### src/rtl/uart_cmd_pkg.sv
// rtl/uart_cmd_pkg.sv - shared constants, state enums and ack helper for the UART command controller
package uart_cmd_pkg;

  localparam logic [7:0] SYNC_BYTE  = 8'h3F;
  localparam logic [7:0] ADDR_MODE  = 8'h00;
  localparam logic [7:0] ADDR_BPS   = 8'h01;
  localparam logic [7:0] ADDR_MSG   = 8'h02;
  localparam logic [7:0] ADDR_CTRL  = 8'h03;
  localparam logic [7:0] ADDR_LIMIT = 8'h04;

  localparam int CTRL_START = 0;
  localparam int CTRL_SRC   = 1;
  localparam int CTRL_CONT  = 4;

  localparam logic [3:0] ACK_NIBBLE = 4'hA;
  localparam logic [7:0] NAK_BYTE   = 8'hEE;

  typedef enum logic [1:0] {
    P_HUNT,
    P_SYNC,
    P_ADDR
  } parse_state_e;

  typedef enum logic [1:0] {
    S_IDLE,
    S_START,
    S_RUN
  } seq_state_e;

  function automatic logic [7:0] ack_byte(input logic [7:0] addr);
    return {ACK_NIBBLE, addr[3:0]};
  endfunction

endpackage

### src/rtl/uart_cmd_seq.sv
// rtl/uart_cmd_seq.sv - datapath run sequencer: start strobe, 1-deep pending request, continuous restart
module uart_cmd_seq
  import uart_cmd_pkg::*;
(
  input  logic clk_i,
  input  logic reset_i,
  input  logic start_req_i,
  input  logic cont_i,
  input  logic dp_busy_i,
  input  logic dp_done_i,
  output logic dp_start_o
);

  seq_state_e state_q, state_d;
  logic       pending_q, pending_d;

  always_ff @(posedge clk_i) begin
    if (reset_i) begin
      state_q   <= S_IDLE;
      pending_q <= 1'b0;
    end else begin
      state_q   <= state_d;
      pending_q <= pending_d;
    end
  end

  // Any request not consumed this cycle collapses into the single pending flag.
  always_comb begin
    state_d    = state_q;
    pending_d  = pending_q | start_req_i;
    dp_start_o = (state_q == S_START);
    case (state_q)
      S_IDLE: begin
        if ((start_req_i || pending_q) && !dp_busy_i) begin
          state_d   = S_START;
          pending_d = 1'b0;
        end
      end
      S_START: state_d = S_RUN;
      S_RUN: begin
        if (dp_done_i) begin
          if (cont_i || pending_q || start_req_i) begin
            state_d   = S_START;
            pending_d = 1'b0;
          end else begin
            state_d = S_IDLE;
          end
        end
      end
      default: state_d = S_IDLE;
    endcase
  end

endmodule

### src/rtl/uart_cmd_ctrl.sv
// rtl/uart_cmd_ctrl.sv - frame parser and register file for the UART command path
// Optional ack/nak echo channel enabled by UART_CMD_ECHO_EN.
module uart_cmd_ctrl
  import uart_cmd_pkg::*;
#(
  parameter int MESSAGE_SIZE = 1,
  parameter int BPS_RESET    = 24,
  parameter int CLKS_PER_BIT = 640,
  parameter int TIMEOUT_CLKS = 14080
) (
  input  logic                    in_clk,
  input  logic                    in_reset,
  input  logic [7:0]              in_rx_byte,
  input  logic                    in_rx_valid,
  input  logic [1:0]              in_mode,
  input  logic                    in_dp_busy,
  input  logic                    in_dp_done,
`ifdef UART_CMD_ECHO_EN
  output logic [7:0]              out_tx_byte,
  output logic                    out_tx_valid,
  input  logic                    in_tx_ready,
`endif
  output logic [1:0]              out_mode,
  output logic [7:0]              out_bps,
  output logic [MESSAGE_SIZE-1:0] out_message,
  output logic                    out_dp_start,
  output logic                    out_frame_err
);

  localparam int GAP_MAX = (TIMEOUT_CLKS > CLKS_PER_BIT) ? TIMEOUT_CLKS : CLKS_PER_BIT;
  localparam int GAP_W   = $clog2(GAP_MAX + 1);

  parse_state_e            pstate_q, pstate_d;
  logic [7:0]              addr_q, addr_d;
  logic [GAP_W-1:0]        gap_q, gap_d;
  logic                    wr_en, err_d;
  logic [1:0]              mode_q, in_mode_q;
  logic [7:0]              bps_q;
  logic [MESSAGE_SIZE-1:0] msg_q;
  logic                    src_q, cont_q, start_q, err_q;
  logic                    timeout;

  assign timeout = (gap_q == GAP_W'(TIMEOUT_CLKS - 1));

  always_comb begin
    pstate_d = pstate_q;
    addr_d   = addr_q;
    gap_d    = '0;
    wr_en    = 1'b0;
    err_d    = 1'b0;
    case (pstate_q)
      P_HUNT: begin
        if (in_rx_valid && in_rx_byte == SYNC_BYTE) pstate_d = P_SYNC;
      end
      P_SYNC, P_ADDR: begin
        if (in_rx_valid) begin
          if (pstate_q == P_SYNC) begin
            addr_d   = in_rx_byte;
            pstate_d = P_ADDR;
          end else begin
            pstate_d = P_HUNT;
            wr_en    = (addr_q < ADDR_LIMIT);
            err_d    = (addr_q >= ADDR_LIMIT);
          end
        end else if (timeout) begin
          pstate_d = P_HUNT;
          err_d    = 1'b1;
        end else begin
          gap_d = gap_q + GAP_W'(1);
        end
      end
      default: pstate_d = P_HUNT;
    endcase
  end

  always_ff @(posedge in_clk) begin
    if (in_reset) begin
      pstate_q  <= P_HUNT;
      addr_q    <= '0;
      gap_q     <= '0;
      mode_q    <= '0;
      in_mode_q <= '0;
      bps_q     <= 8'(BPS_RESET);
      msg_q     <= '0;
      src_q     <= 1'b0;
      cont_q    <= 1'b0;
      start_q   <= 1'b0;
      err_q     <= 1'b0;
    end else begin
      pstate_q  <= pstate_d;
      addr_q    <= addr_d;
      gap_q     <= gap_d;
      in_mode_q <= in_mode;
      err_q     <= err_d;
      start_q   <= wr_en && (addr_q == ADDR_CTRL) && in_rx_byte[CTRL_START];
      if (wr_en) begin
        case (addr_q)
          ADDR_MODE: mode_q <= in_rx_byte[1:0];
          ADDR_BPS:  bps_q  <= in_rx_byte;
          ADDR_MSG:  msg_q  <= in_rx_byte[MESSAGE_SIZE-1:0];
          ADDR_CTRL: begin
            src_q  <= in_rx_byte[CTRL_SRC];
            cont_q <= in_rx_byte[CTRL_CONT];
          end
          default: ;
        endcase
      end
    end
  end

  assign out_mode      = src_q ? mode_q : in_mode_q;
  assign out_bps       = bps_q;
  assign out_message   = msg_q;
  assign out_frame_err = err_q;

`ifdef UART_CMD_ECHO_EN
  logic [7:0] tx_byte_q;
  logic       tx_valid_q;

  // A fresh ack/nak replaces whatever is still waiting in the single slot.
  always_ff @(posedge in_clk) begin
    if (in_reset) begin
      tx_byte_q  <= '0;
      tx_valid_q <= 1'b0;
    end else if (wr_en) begin
      tx_byte_q  <= ack_byte(addr_q);
      tx_valid_q <= 1'b1;
    end else if (err_d) begin
      tx_byte_q  <= NAK_BYTE;
      tx_valid_q <= 1'b1;
    end else if (tx_valid_q && in_tx_ready) begin
      tx_valid_q <= 1'b0;
    end
  end

  assign out_tx_byte  = tx_byte_q;
  assign out_tx_valid = tx_valid_q;
`endif

  uart_cmd_seq u_seq (
    .clk_i       (in_clk),
    .reset_i     (in_reset),
    .start_req_i (start_q),
    .cont_i      (cont_q),
    .dp_busy_i   (in_dp_busy),
    .dp_done_i   (in_dp_done),
    .dp_start_o  (out_dp_start)
  );

endmodule
### config.mk
export PLATFORM = sky130hd
export DESIGN_NAME = uart_cmd_ctrl
export DESIGN_NICKNAME = d
export VERILOG_FILES = /design/src/rtl/uart_cmd_pkg.sv /design/src/rtl/uart_cmd_seq.sv /design/src/rtl/uart_cmd_ctrl.sv
export SDC_FILE = /design/constraint.sdc
export NUM_CORES = 1
export LEC_CHECK = 0
export BUFFER_PORTS_ARGS = -buffer_cell sky130_fd_sc_hd__buf_4
export CORE_MARGIN = 3
export CORE_UTILIZATION = 50
export DETAILED_ROUTE_END_ITERATION = 10
export GPL_ROUTABILITY_DRIVEN = 0
export MAX_ROUTING_LAYER = met4
export PLACE_DENSITY_LB_ADDON = 0.05
export SYNTH_ARGS = -nofsm -noshare
export SYNTH_HDL_FRONTEND = slang
export SYNTH_SLANG_ARGS = --single-unit
### constraint.sdc
create_clock -name in_clk -period 1.7 [get_ports in_clk]
set_input_delay 0.17 -clock in_clk [delete_from_list [all_inputs] [get_ports in_clk]]
set_output_delay 0.17 -clock in_clk [all_outputs]
set_load 0.01 [all_outputs]
==> flow_metrics.env <==
export IMPL_r2r_cells=5
export IMPL_ant_nets=0
export IMPL_design_area_um2=2300
export IMPL_path_cells="ha_1 > and4_4 > a41oi_4 > a22o_1 > mux2_2"
export IMPL_avgSynthCellArea_um2=8.79
export IMPL_dieArea_um2=4570
export IMPL_drt_first_pass_iters=4
export IMPL_cts_hold_buf=0
export IMPL_hold_start="in_mode[0]"
export IMPL_slew_violations=0
export IMPL_clk_pin_slew_ns=0.07
export IMPL_drt_initial_drc_count=54
export IMPL_clock_skew_ns=0.00431
export IMPL_post_route_period_util_pct=94.0
export IMPL_final_layout_size_suffix_gt1_share_pct=23.0
export IMPL_crit_fanout=3
export IMPL_grt_max_degree=33
export IMPL_gr_usage_all_layers_pct=19.9
export IMPL_start_util_pct=54.4
export IMPL_ir_worst_vdd_mv=0.455
export IMPL_start_kind="flop"
export IMPL_row_count=21
export IMPL_drt_wl_total_mm=3.95
export IMPL_syn_area_um2=1900
export IMPL_placed_cell_area_um2=2190
export IMPL_ctsLongestPathBuffers=2
export IMPL_die_w_um=67.6
export IMPL_min_to="in_mode_q[0]"
export IMPL_hold_depth=2
export IMPL_critPathMaxStageDelay_ns=0.34
export IMPL_crit_arrival_ns=1.78
export IMPL_syn_nets=234
export IMPL_h_tree_depth=2
export IMPL_r2r_start="gap_q[0]"
export IMPL_grt_pass1_wl_mm=6.60
export IMPL_worst_slack_ns=0.101
export IMPL_cp_end_kind="flop"
export IMPL_path_class="flop to flop"
export IMPL_fmax_mhz=626
export IMPL_n_antenna_cell=0
export IMPL_setup_violations_final=0
export IMPL_r2r_slack_ns=0.10
export IMPL_routed_via_count=1630
export IMPL_postSynthCellCount=216
export IMPL_drc=0
export IMPL_cp_required_ns=1.88
export IMPL_numCtsBuffers=5
export IMPL_max_cap_violations=0
export IMPL_hold_viol=0
export IMPL_yosys_warnings=0
export IMPL_powerDensity_nw_per_um2=788
export IMPL_dp_slack_ns=0.0248
export IMPL_relSlewSlack_pct=70.7
export IMPL_fill_cells=288
export IMPL_r2r_end="pstate_q[1]"
export IMPL_route_detailed_wl_per_inst_um=13.3
export IMPL_ys_flop_type="dfxtp_1"
export IMPL_dpl_hpwl_mm=2.90
export IMPL_routed_via_density=5.47
export IMPL_place_inst=289
export IMPL_p_leak_nw=0.830
export IMPL_cts_tree="built"
export IMPL_synth_cell_types=36
export IMPL_crit_slowest_cell="dfxtp_2"
export IMPL_io_buffers=27
export IMPL_ys_async_sr_fraction_pct=0
export IMPL_hold_class="input port to flop"
export IMPL_tightest_slew_ns=0.438
export IMPL_area_growth_synth_to_final_pct=21.0
export IMPL_cts_sinks=44
export IMPL_final_util_pct=65.8
export IMPL_outcome="completed"
export IMPL_fin_nets=270
export IMPL_synth_seq_cells=44
export IMPL_grt_overflow=0
export IMPL_ys_seq_area_share_pct=46.4
export IMPL_grt_pass1_vias=1526
export IMPL_clockRootBuffer="clkbuf_8"
export IMPL_fin_cells=298
export IMPL_dieHeight_um=67.6
export IMPL_clk_latency_ns=0.29
export IMPL_holdWs_ns=0.0910
export IMPL_design_core_area_um2=3490
export IMPL_synth_edf_count=0
export IMPL_layout_min_cycle_time_ns=1.60
export IMPL_num_io_pins=28
export IMPL_antenna_found_initial=0
-- metrics by stage --
step                      setup TNS, ns  total power (W)
after floorplan                       0          0.00115
after global placement                0          0.00122
after detailed placement              0          0.00122
after CTS                             0          0.00183
after global routing           -0.00636          0.00189
final                                 0          0.00181
-- report_power, final --
part | switching, W | internal, W | leakage, nW
Clock | 0.000326 | 0.000279 | 0.0410
Combinational | 0.0000829 | 0.0000723 | 0.434
Sequential | 0.00000890 | 0.00104 | 0.355
-- placed cells by master, fill, tap and decap left out, types with 2 or more instances in the layout --
master / n
xnor2_1: 7
and3_1: 3
nand4_1: 8
nor2_1: 21
mux2i_1: 3
and2_1: 2
nand3_2: 2
nor3b_1: 2
nor4_1: 3
a21oi_1: 20
or3_1: 2
buf_4: 37
clkbuf_8: 5
o21ai_0: 11
mux2_2: 3
a211oi_1: 3
nor2b_1: 4
nor4bb_1: 2
inv_1: 9
nand3b_1: 4
nand3_1: 13
ha_1: 3
xor2_1: 3
nand2_1: 21
dfxtp_1: 43
nor3_1: 3
-- Yosys cell counts (2+ instances only) --
| master | n | area share, % |
|---|---|---|
| ha_1 | 3 | 2.0 |
| nor3b_1 | 2 | 0.79 |
| and4_1 | 2 | 0.92 |
| clkbuf_1 | 6 | 1.2 |
| mux2_2 | 3 | 1.8 |
| dfxtp_1 | 44 | 46 |
| o21ai_0 | 11 | 2.9 |
| nor4bb_1 | 2 | 1.1 |
| nand4_1 | 8 | 2.6 |
| and3_1 | 3 | 0.99 |
| nor4_1 | 3 | 0.99 |
| nand2_1 | 21 | 4.2 |
| mux2i_1 | 3 | 1.6 |
| nand3_2 | 2 | 1.1 |
| xnor2_1 | 7 | 3.2 |
| or3_1 | 2 | 0.66 |
| a21oi_1 | 20 | 5.3 |
| a211oi_1 | 3 | 1.2 |
| inv_1 | 9 | 1.8 |
| buf_2 | 2 | 0.53 |
| xor2_1 | 3 | 1.4 |
| nor3_1 | 3 | 0.79 |
| nand3_1 | 13 | 3.4 |
| nor2_1 | 21 | 4.2 |
| nand3b_1 | 4 | 1.6 |
| nor2b_1 | 5 | 1.6 |
| and2_1 | 2 | 0.66 |
-- final cells by class --
| cell class | instances | area [µm²] | share of cell area, % |
|---|---|---|---|
| tap | 46 | 57.6 | 2.50 |
| inverter | 9 | 33.8 | 1.47 |
| sequential | 44 | 882 | 38.4 |
| multi-input combinational | 155 | 970 | 42.2 |
| clock buffer | 6 | 72.6 | 3.16 |
| clock inverter | 1 | 5.00 | 0.218 |
| timing repair buffer | 37 | 278 | 12.1 |
-- layer usage --
metal,routed length [µm],global-route usage [%],vias to the layer above
li1,-,-,822
met1,1710,21.6,761
met4,70,6.33,0
met3,203,6.16,7
met5,0,-,-
met2,1970,34.5,40
-- critical path: cells and delay by family (launching register included) --
kind	cells	cell delay (ns)
AOI/OAI and AO/OA	2	0.40
DFF	1	0.34
muxes	1	0.34
adders and majority gates	1	0.21
and+or+nand+nor	1	0.21
-- worst max path at each step --
stage | startpoint | to | slack [ns] | cells past startpoint
after global placement | gap_q[0] | pstate_q[1] | 0.07 | 5
final | gap_q[0] | pstate_q[1] | 0.10 | 5
after CTS | gap_q[0] | pstate_q[1] | 0.005 | 5
after floorplan | pstate_q[0] | out_bps[0] | 0.12 | 7
after global routing | pstate_q[0] | out_bps[6] | -0.006 | 7
after detailed placement | gap_q[0] | pstate_q[1] | 0.02 | 5
-- cells by family (layout without fill, tap and decap cells) --
kind of cell | count (synthesis) | in the layout | share of synthesized area [%]
AO/OA/AOI/OAI | 39 | 39 | 12.1
XOR/XNOR | 10 | 10 | 4.61
adder cells (fa/ha/maj) | 3 | 3 | 1.98
buffers and inverters | 17 | 53 | 3.49
flip-flops | 44 | 44 | 46.4
multiplexers | 6 | 6 | 3.36
AND/OR/NAND/NOR | 97 | 97 | 28.1
-- repair_timing --
action / in CTS / in global routing
resized for setup: 0 / 6
buffers inserted: 0 / 2
endpoints found under the setup margin: 0 / 12
endpoints found under the hold margin: 0 / 0
-- registers in the layout (all words and copies together) (netlist names) --
| register | count |
|---|---|
| src_q | 1 |
| start_q | 1 |
| gap_q | 14 |
| pstate_q | 2 |
| out_frame_err | 1 |
| cont_q | 1 |
| in_mode_q | 2 |
| u_seq.pending_q | 1 |
| mode_q | 2 |
| addr_q | 8 |
| out_bps | 8 |
| u_seq.state_q | 2 |
| out_message | 1 |
Power figures use the tool's default switching activity.
